## src/rtl/muldiv_pkg.sv

```systemverilog
// muldiv_pkg: shared definitions for the iterative HI/LO multiply/divide unit.
//   - op encodings driven on opE by the Execute stage
//   - sequencer state type
//   - default operand width and the matching step-counter width
// Optional divider support is compiled in with `define MULDIV_DIV_EN.
package muldiv_pkg;

   localparam int WIDTH_DEF = 32;
   localparam int CNT_W_DEF = $clog2(WIDTH_DEF);

   localparam logic [1:0] MULTU = 2'b00;
   localparam logic [1:0] MULT  = 2'b01;
   localparam logic [1:0] DIVU  = 2'b10;
   localparam logic [1:0] DIV   = 2'b11;

   typedef enum logic [1:0] {
      IDLE = 2'd0,
      RUN  = 2'd1,
      FIX  = 2'd2
   } state_e;

endpackage

```

## src/rtl/muldiv_step.sv

```systemverilog
// muldiv_step: one combinational iteration of the shared multiply/divide datapath.
//   acc_i  [2W:0] : accumulator; upper W+1 bits = partial sum / partial remainder,
//                   lower W bits = multiplier being consumed / dividend being shifted in
//   opnd_i [W-1:0]: multiplicand or divisor magnitude
//   is_div_i      : selects a restoring-divide step (present only with MULDIV_DIV_EN)
//   acc_o  [2W:0] : accumulator after this step
module muldiv_step
   import muldiv_pkg::*;
#(
   parameter int WIDTH = WIDTH_DEF
) (
   input  logic [2*WIDTH:0] acc_i,
   input  logic [WIDTH-1:0] opnd_i,
`ifdef MULDIV_DIV_EN
   input  logic             is_div_i,
`endif
   output logic [2*WIDTH:0] acc_o
);

   logic [WIDTH:0] sum;
`ifdef MULDIV_DIV_EN
   logic [WIDTH:0] rem;
`endif

   always_comb begin
      // Shift-add multiply: add the multiplicand when the multiplier LSB is set,
      // then shift the whole accumulator right. The carry lands in bit W of the
      // upper half, so the top bit is always zero after the shift.
      sum   = acc_i[2*WIDTH:WIDTH] + (acc_i[0] ? {1'b0, opnd_i} : '0);
      acc_o = {1'b0, sum, acc_i[WIDTH-1:1]};
`ifdef MULDIV_DIV_EN
      // Restoring divide: shift {rem, dividend} left one bit, then subtract the
      // divisor when it fits and shift a 1 into the quotient.
      rem = acc_i[2*WIDTH-1:WIDTH-1];
      if (is_div_i) begin
         if (rem >= {1'b0, opnd_i})
            acc_o = {rem - {1'b0, opnd_i}, acc_i[WIDTH-2:0], 1'b1};
         else
            acc_o = {rem, acc_i[WIDTH-2:0], 1'b0};
      end
`endif
   end

endmodule

```

## src/rtl/muldiv_ctrl.sv

```systemverilog
// muldiv_ctrl: sequencer for the iterative HI/LO multiply (and optional divide) unit.
//   clk, reset_n           : clock, asynchronous active-low reset
//   multstartE, opE        : start request and op (00 multu, 01 mult, 10 divu, 11 div)
//   srcaE, srcbE           : operands (rs, rt)
//   hilo_rdD               : mfhi/mflo in Decode
//   mthi_we, mtlo_we       : move-to HI/LO strobes, mt_data their data
//   hi, lo                 : architectural HI/LO registers
//   busy                   : operation in flight
//   pve                    : one-cycle pulse, new HI/LO valid
//   hilo_stall, mt_stall   : Decode read / move-to write blocked by busy unit
// Define MULDIV_DIV_EN to include the restoring divider; without it, divide
// starts are dropped.
module muldiv_ctrl
   import muldiv_pkg::*;
#(
   parameter int WIDTH = WIDTH_DEF
) (
   input  logic             clk,
   input  logic             reset_n,
   input  logic             multstartE,
   input  logic [1:0]       opE,
   input  logic [WIDTH-1:0] srcaE,
   input  logic [WIDTH-1:0] srcbE,
   input  logic             hilo_rdD,
   input  logic             mthi_we,
   input  logic             mtlo_we,
   input  logic [WIDTH-1:0] mt_data,
   output logic [WIDTH-1:0] hi,
   output logic [WIDTH-1:0] lo,
   output logic             busy,
   output logic             pve,
   output logic             hilo_stall,
   output logic             mt_stall
);

   localparam int CW = $clog2(WIDTH);

   state_e             state_q, state_d;
   logic [CW-1:0]      cnt_q, cnt_d;
   logic [2*WIDTH:0]   acc_q, acc_d;
   logic [WIDTH-1:0]   opnd_q, opnd_d;
   logic               neg_q, neg_d;      // sign of product / quotient
   logic [WIDTH-1:0]   hi_q, hi_d;
   logic [WIDTH-1:0]   lo_q, lo_d;
   logic               pve_q, pve_d;
`ifdef MULDIV_DIV_EN
   logic               is_div_q, is_div_d;
   logic               neg_r_q, neg_r_d;  // sign of remainder (dividend sign)
   logic               dz_q, dz_d;        // divide by zero: quotient stays all ones
`endif

   logic               start_ok;
   logic               sa, sb;
   logic [WIDTH-1:0]   abs_a, abs_b;
   logic [2*WIDTH-1:0] prod;
   logic [2*WIDTH:0]   step_acc;

   muldiv_step #(.WIDTH(WIDTH)) u_step (
      .acc_i    (acc_q),
      .opnd_i   (opnd_q),
`ifdef MULDIV_DIV_EN
      .is_div_i (is_div_q),
`endif
      .acc_o    (step_acc)
   );

   always_comb begin
      state_d = state_q;
      cnt_d   = cnt_q;
      acc_d   = acc_q;
      opnd_d  = opnd_q;
      neg_d   = neg_q;
      hi_d    = hi_q;
      lo_d    = lo_q;
      pve_d   = 1'b0;
`ifdef MULDIV_DIV_EN
      is_div_d = is_div_q;
      neg_r_d  = neg_r_q;
      dz_d     = dz_q;
      start_ok = multstartE;
`else
      start_ok = multstartE & ~opE[1];
`endif
      // Magnitudes: only signed ops (opE[0]) take the absolute value.
      sa    = opE[0] & srcaE[WIDTH-1];
      sb    = opE[0] & srcbE[WIDTH-1];
      abs_a = sa ? -srcaE : srcaE;
      abs_b = sb ? -srcbE : srcbE;
      prod  = neg_q ? -acc_q[2*WIDTH-1:0] : acc_q[2*WIDTH-1:0];

      case (state_q)
         IDLE: begin
            // Move-to writes commit here even alongside a start; FIX overwrites later.
            if (mthi_we) hi_d = mt_data;
            if (mtlo_we) lo_d = mt_data;
            if (start_ok) begin
               state_d = RUN;
               cnt_d   = '0;
               acc_d   = {1'b0, {WIDTH{1'b0}}, abs_a};
               opnd_d  = abs_b;
               neg_d   = sa ^ sb;
`ifdef MULDIV_DIV_EN
               is_div_d = opE[1];
               neg_r_d  = sa;
               dz_d     = (srcbE == '0);
`endif
            end
         end
         RUN: begin
            acc_d = step_acc;
            cnt_d = cnt_q + 1'b1;
            if (cnt_q == CW'(WIDTH-1)) state_d = FIX;
         end
         FIX: begin
            // Multiply negates the full 2W product; divide negates each half alone.
            hi_d = prod[2*WIDTH-1:WIDTH];
            lo_d = prod[WIDTH-1:0];
`ifdef MULDIV_DIV_EN
            if (is_div_q) begin
               lo_d = (neg_q & ~dz_q) ? -acc_q[WIDTH-1:0] : acc_q[WIDTH-1:0];
               hi_d = neg_r_q ? -acc_q[2*WIDTH-1:WIDTH] : acc_q[2*WIDTH-1:WIDTH];
            end
`endif
            pve_d   = 1'b1;
            state_d = IDLE;
         end
         default: state_d = IDLE;
      endcase
   end

   always_ff @(posedge clk or negedge reset_n) begin
      if (!reset_n) begin
         state_q  <= IDLE;
         cnt_q    <= '0;
         acc_q    <= '0;
         opnd_q   <= '0;
         neg_q    <= 1'b0;
         hi_q     <= '0;
         lo_q     <= '0;
         pve_q    <= 1'b0;
`ifdef MULDIV_DIV_EN
         is_div_q <= 1'b0;
         neg_r_q  <= 1'b0;
         dz_q     <= 1'b0;
`endif
      end else begin
         state_q  <= state_d;
         cnt_q    <= cnt_d;
         acc_q    <= acc_d;
         opnd_q   <= opnd_d;
         neg_q    <= neg_d;
         hi_q     <= hi_d;
         lo_q     <= lo_d;
         pve_q    <= pve_d;
`ifdef MULDIV_DIV_EN
         is_div_q <= is_div_d;
         neg_r_q  <= neg_r_d;
         dz_q     <= dz_d;
`endif
      end
   end

   assign hi         = hi_q;
   assign lo         = lo_q;
   assign pve        = pve_q;
   assign busy       = (state_q != IDLE);
   assign hilo_stall = hilo_rdD & busy;
   assign mt_stall   = (mthi_we | mtlo_we) & busy;

endmodule

```

## config.mk

```make
export PLATFORM = sky130hd
export DESIGN_NAME = muldiv_ctrl
export DESIGN_NICKNAME = d
export VERILOG_FILES = /design/src/rtl/muldiv_pkg.sv /design/src/rtl/muldiv_step.sv /design/src/rtl/muldiv_ctrl.sv
export SDC_FILE = /design/constraint.sdc
export NUM_CORES = 1
export LEC_CHECK = 0
export ABC_AREA = 1
export CORE_MARGIN = 1
export CORE_UTILIZATION = 50
export DETAILED_ROUTE_END_ITERATION = 7
export GPL_TIMING_DRIVEN = 0
export PLACE_DENSITY = 0.86
export SKIP_CTS_REPAIR_TIMING = 1
export SYNTH_ARGS = -nofsm -noshare
export SYNTH_HDL_FRONTEND = slang
export SYNTH_SLANG_ARGS = --single-unit
```

## constraint.sdc

```tcl
create_clock -name clk -period 2.5 [get_ports clk]
set_clock_uncertainty 0.15 [all_clocks]
set_input_delay 0.625 -clock clk [delete_from_list [all_inputs] [get_ports clk]]
set_output_delay 0.625 -clock clk [all_outputs]
set_load 0.02 [all_outputs]
```

After elaboration in Yosys (flattened, before gate mapping)
Cells that the tools add are included.
- logic and storage cells: 53
- output and inout port bits: 68
- bits in registers: 170
- multiplexer cells: 16
- equality and inequality tests: 7
- bitwise gates (word level): 8
- $add $sub $neg: 5
- reduce and logical (&&, ||, !) cells: 9
- operators with widths (cell ; count):
    2-to-1 mux 32 bit ; 5
    one-hot mux 65 bit (2 select lines) ; 1
    one-hot mux 32 bit (2 select lines) ; 2
    2-to-1 mux 65 bit ; 1
    2-to-1 mux 64 bit ; 1
    negator 32 bit ; 2
    negator 64 bit ; 1
    adder 33 bit ; 1
    one-hot mux 5 bit (2 select lines) ; 1
    AND reduction 2 bit ; 5
    inequality test 2 bit (second input constant) ; 4
    nonzero test 2 bit ; 3
    adder 5 x 1 -> 5 bit (second input constant) ; 1
    bitwise AND 1 bit ; 5
    equality test 5 bit (second input constant) ; 1
    2-to-1 mux 5 bit ; 1
    2-to-1 mux 2 bit ; 2
    one-hot mux 2 bit (2 select lines) ; 1
    equality test 2 x 1 -> 1 bit (second input constant) ; 1
    equality test 2 bit (second input constant) ; 1
    logical NOT 2 bit ; 1
    2-to-1 mux 1 bit ; 1
    NOT 1 bit ; 1
    bitwise OR 1 bit ; 1
    bitwise XOR 1 bit ; 1

Longest topological paths before layout
- depth after elaboration: 4
- depth in mapped cells: 17
- gate-level depth less buffers: 15

Hierarchy
From an unflattened synthesis, not the netlist that was laid out.
- cells, all modules: 2302
- area total of the unflattened synthesis: 13968.4 um2
- by module, submodules not included (module ; area each (um2) ; instances ; sequential area each (um2) ; cells each):
    muldiv_ctrl ; 11041.8 ; 1 ; 4254.1 ; 1678
    muldiv_step ; 2926.6 ; 1 ; 0.0 ; 624

Worst setup path after synthesis
Ideal clock, no wire load.
- kind: reg2reg
- start: register acc_q[0]
- end: register acc_q[61]
- setup time: 0.118 ns
- required time: 2.232 ns
- period minus slack after synthesis: 2.634 ns
- slack: -0.134 ns
- stages on the path, launching flop included: 18
- arrival: 2.366 ns
- cells stage by stage: dfrtp_1 -> buf_2 -> clkbuf_1 -> nand2_1 -> inv_1 -> ha_1 -> inv_1 -> fa_1 -> o21ai_0 -> nand2_1 -> nand2_1 -> nand2_1 -> nand2_1 -> nand2_1 -> nand2_1 -> nand2_1 -> nand3_1 -> nand2_1
- cells in the longest elaborated chain, start to end: 3
- ends and longest elaborated chain (item ; RTL line ; text):
    start, declared ; muldiv_ctrl.sv:40 ; logic [2*WIDTH:0] acc_q, acc_d;
    start signal, assigned ; muldiv_ctrl.sv:135 ; acc_q <= '0;
    start signal, assigned ; muldiv_ctrl.sv:149 ; acc_q <= acc_d;
    2-to-1 mux 32 bit ; muldiv_step.sv:29 ; sum = acc_i[2*WIDTH:WIDTH] + (acc_i[0] ? {1'b0, opnd_i} : '0);
    adder 33 bit ; muldiv_step.sv:29 ;
    one-hot mux 65 bit (2 select lines) ; muldiv_ctrl.sv:91 ; case (state_q)
No other way between the ends.
A chain may end at the register's enable or synchronous reset.

Worst setup path after layout
Same ends and word-level chain as after synthesis.

==> flow_summary.toml <==
[synth]
synthesis.area_um2 = 13200
netlist_instances = 2116
async_flop_share_pct = 100
synth_top_area_cell = "dfrtp_1"
yosysUniqueCellTypes = 42
synth_edf_count = 0
synth.avg_cell_area_um2 = 6.22
synth-seq-cells = 169
synthTopCellsByArea = "dfrtp_1 32%, nand2_1 17%, nor2_1 8.9%"
synthFlopType = "dfrtp_1"
yosys_warnings = 0
synth_top_area_share_pct = 32.1
synth_nets = 2258
yosysSeqAreaShare_pct = 32.1

[power]
switching_share_pct = 51.1
p_comb_share_pct = 60.4
clockPowerShare_pct = 12.8
p_int_uw = 10200
powerDensity_nw_per_um2 = 1240
vdd_ir_drop_max_uv = 695
p_leak_uw = 0.00775
p_total_uw = 20900
seqPwrFrac_pct = 26.9
p_switching_uw = 10700

[sta]
min_period_ps = 2550
max_freq_mhz = 392
layout_worst_path_cycle_share_pct = 102
finalSetupViolCount = 4
setup_ws_ps = -48.9
final-hold-violation-count = 11
worst_hold_slack_ps = -22.7
rsz0062_at_grt = "true"
final.setup.tns_ps = -113
slew_headroom_pct = 45.9
final_max_slew_viol_count = 0
worst_pin_slew_ps = 812

[critical_path]
cp.required_ps = 2690
path_max_fanout = 8
criticalPathCategory = "reg -> reg"
crit_family = "simple AND/OR/NAND/NOR gates"
rrSetupSlack_ps = -50
startpoint = "acc_q[0]"
critPathLaunchType = "flop"
crit_path_cell_trace = "buf_8 > buf_8 > nand2_4 > inv_2 > ha_4 > inv_4 > fa_2 > o21ai_4 > nand2_1 > nand2_2 > nand2_2 > nand2_4 > nand2_2 > nand2_2 > nand2_1 > nand3_1 > nand2_1"
crit_cells = 17
worst_path_max_delay_cell = "fa_2"
r2r_cells = 17
crit_arrival_ps = 2740
reg2reg_from = "acc_q[0]"
crit_path_max_incr_delay_ps = 390
cp_num_buf_inv = 4
cpMostUsedCell = "nand2_2"
crit_path_end_kind = "flop"

[layout]
fin_util_pct = 65.2
antennaDiodeCount = 0
nets = 2465
area_growth_pct = 28.3
final_cells = 2670
drive_gt1_share_pct = 10.0

[cts]
insertion_delay_ps = 440
clkSlewWorstSetupHoldPaths_ps = 80
htree_levels = 4
root_buffer = "clkbuf_16"
cts_sinks = 169
clock_tree.buffer_depth = 2
cts_inserted_buffers = 17
cts_tree = "yes"

[global_routing]
grt_pass1_vias = 13800
antenna_found_initial = 0
grt_use_total_pct = 38.3
grt_pass1_wl_um = 77500
grt_max_degree = 103
grt_overflow = 0

[route]
drt_iter0_drc = 2268
drt_wl_total_um = 52600
vias = 15800
wire_per_inst_um = 19.7
drtPass1Iterations = 8
ant_nets = 0
avgViaCountPerCell = 5.91
drc = 0

[placed_design]
gp_congestion = 1.03
dp.cells = 2623
dp_hpwl_um = 41300
portBuffers = 171

[floorplanning]
die_height_um = 164
initial_core_util_pct = 50.8
dieArea_um2 = 27000
coreArea_um2 = 25900
io_pins = 172
fp.dieW_um = 164
rows = 59

[worst_hold_path]
hp-class = "in -> async"

[outcome]
outcome = "complete, but fails checks"
violations = "hold timing, setup timing"

[job]
maxCapViolations = 0
-- worst register-to-register path, stage by stage (launching register included) --
cell and delay (ps):
dfrtp_1 370, buf_8 170, buf_8 140, nand2_4 50
inv_2 70, ha_4 140, inv_4 40, fa_2 390
o21ai_4 230, nand2_1 100, nand2_2 120, nand2_2 70
nand2_4 120, nand2_2 80, nand2_2 70, nand2_1 50
nand3_1 70, nand2_1 60
-- state kept, by name (all words and copies together) (netlist names) --
signal and flops:
neg_q 1, pve 1, state_q 2, hi 32, acc_q 64, opnd_q 32, lo 32, cnt_q 5
-- cell usage in the layout, fill, tap and decap left out, drive strengths merged, types with 6 or more instances in the layout --
master	instances
xnor2	6
o22ai	17
buf	33
o21bai	13
dfrtp	169
nand3b	12
xor2	28
ha	37
clkdlybuf4s50	168
o221ai	11
or2	7
nand3	210
clkinv	6
nand2	596
a21oi	171
nor3	16
nor2	317
a31oi	11
o211ai	8
o21ai	133
clkbuf	70
inv	254
nand4	24
-- final timing paths --
path,end
max,acc_q[61]
min,acc_q[61]
max reg2reg,acc_q[61]
min reg2reg,cnt_q[3]
max in group asynchronous,state_q[0]
min in group clk,cnt_q[3]
-- layout make-up --
cell class,instances,area (um2)
flip-flops and latches,169,4230
plain buffers,65,303
fillers,2348,9020
well taps,335,419
clock buffers,20,457
clock inverters,11,115
repair buffers,188,1900
inverters,252,948
multi-input cells,1630,8520
-- logic make-up (layout without fill, tap and decap cells) --
| logic type | Yosys count | in the layout | share of synthesized area, % |
|---|---|---|---|
| fa+ha+maj | 38 | 38 | 3.67 |
| compound gates | 370 | 370 | 15.4 |
| buf+inv | 318 | 536 | 9.20 |
| flops | 169 | 169 | 32.1 |
| simple gates | 1187 | 1188 | 37.3 |
| xor+xnor | 34 | 34 | 2.26 |
-- routing by layer --
metal  part of all wire [%]  GRT usage [%]  vias up
met4                    4.1           15.0        0
met2                     42           56.9     1041
met1                     42           55.1     7280
li1                       -              -     7299
met3                     11           6.52      149
met5                      0              0        -
-- stage by stage --
stage / setup WS (ps) / cell area, um2 / hold slack, ps
floorplan: 71.8 / 13200 / 179
global placement: -6180 / 15300 / 306
detailed placement: -663 / 15300 / 317
CTS: -688 / 15900 / 6.70
global route: -166 / 16900 / 26.3
finish: -48.9 / 16900 / -22.7
-- cells in the mapped netlist (6+ instances only) --
master,count
nand4_1,24
dfrtp_1,169
inv_1,245
o211ai_1,8
nand3_1,210
a31oi_1,11
xor2_1,28
nand3b_1,12
o22ai_1,17
ha_1,37
o21ai_0,120
buf_1,6
or2_2,7
buf_2,8
o21bai_1,13
clkbuf_1,50
inv_2,6
o21ai_1,9
xnor2_1,6
nor2_1,311
nand2_1,594
nor3_1,15
a21oi_1,170
o221ai_1,11
-- power by group through the flow --
stage	clock, uW	sequential [uW]	combinational, uW
global placement	0	5430	10500
CTS	2650	5420	10800
finish	2670	5630	12600
floorplan	0	5560	6600
detailed placement	0	5470	10800
global route	2770	5750	13800
Note: power is estimated with default switching activity, not from simulation.
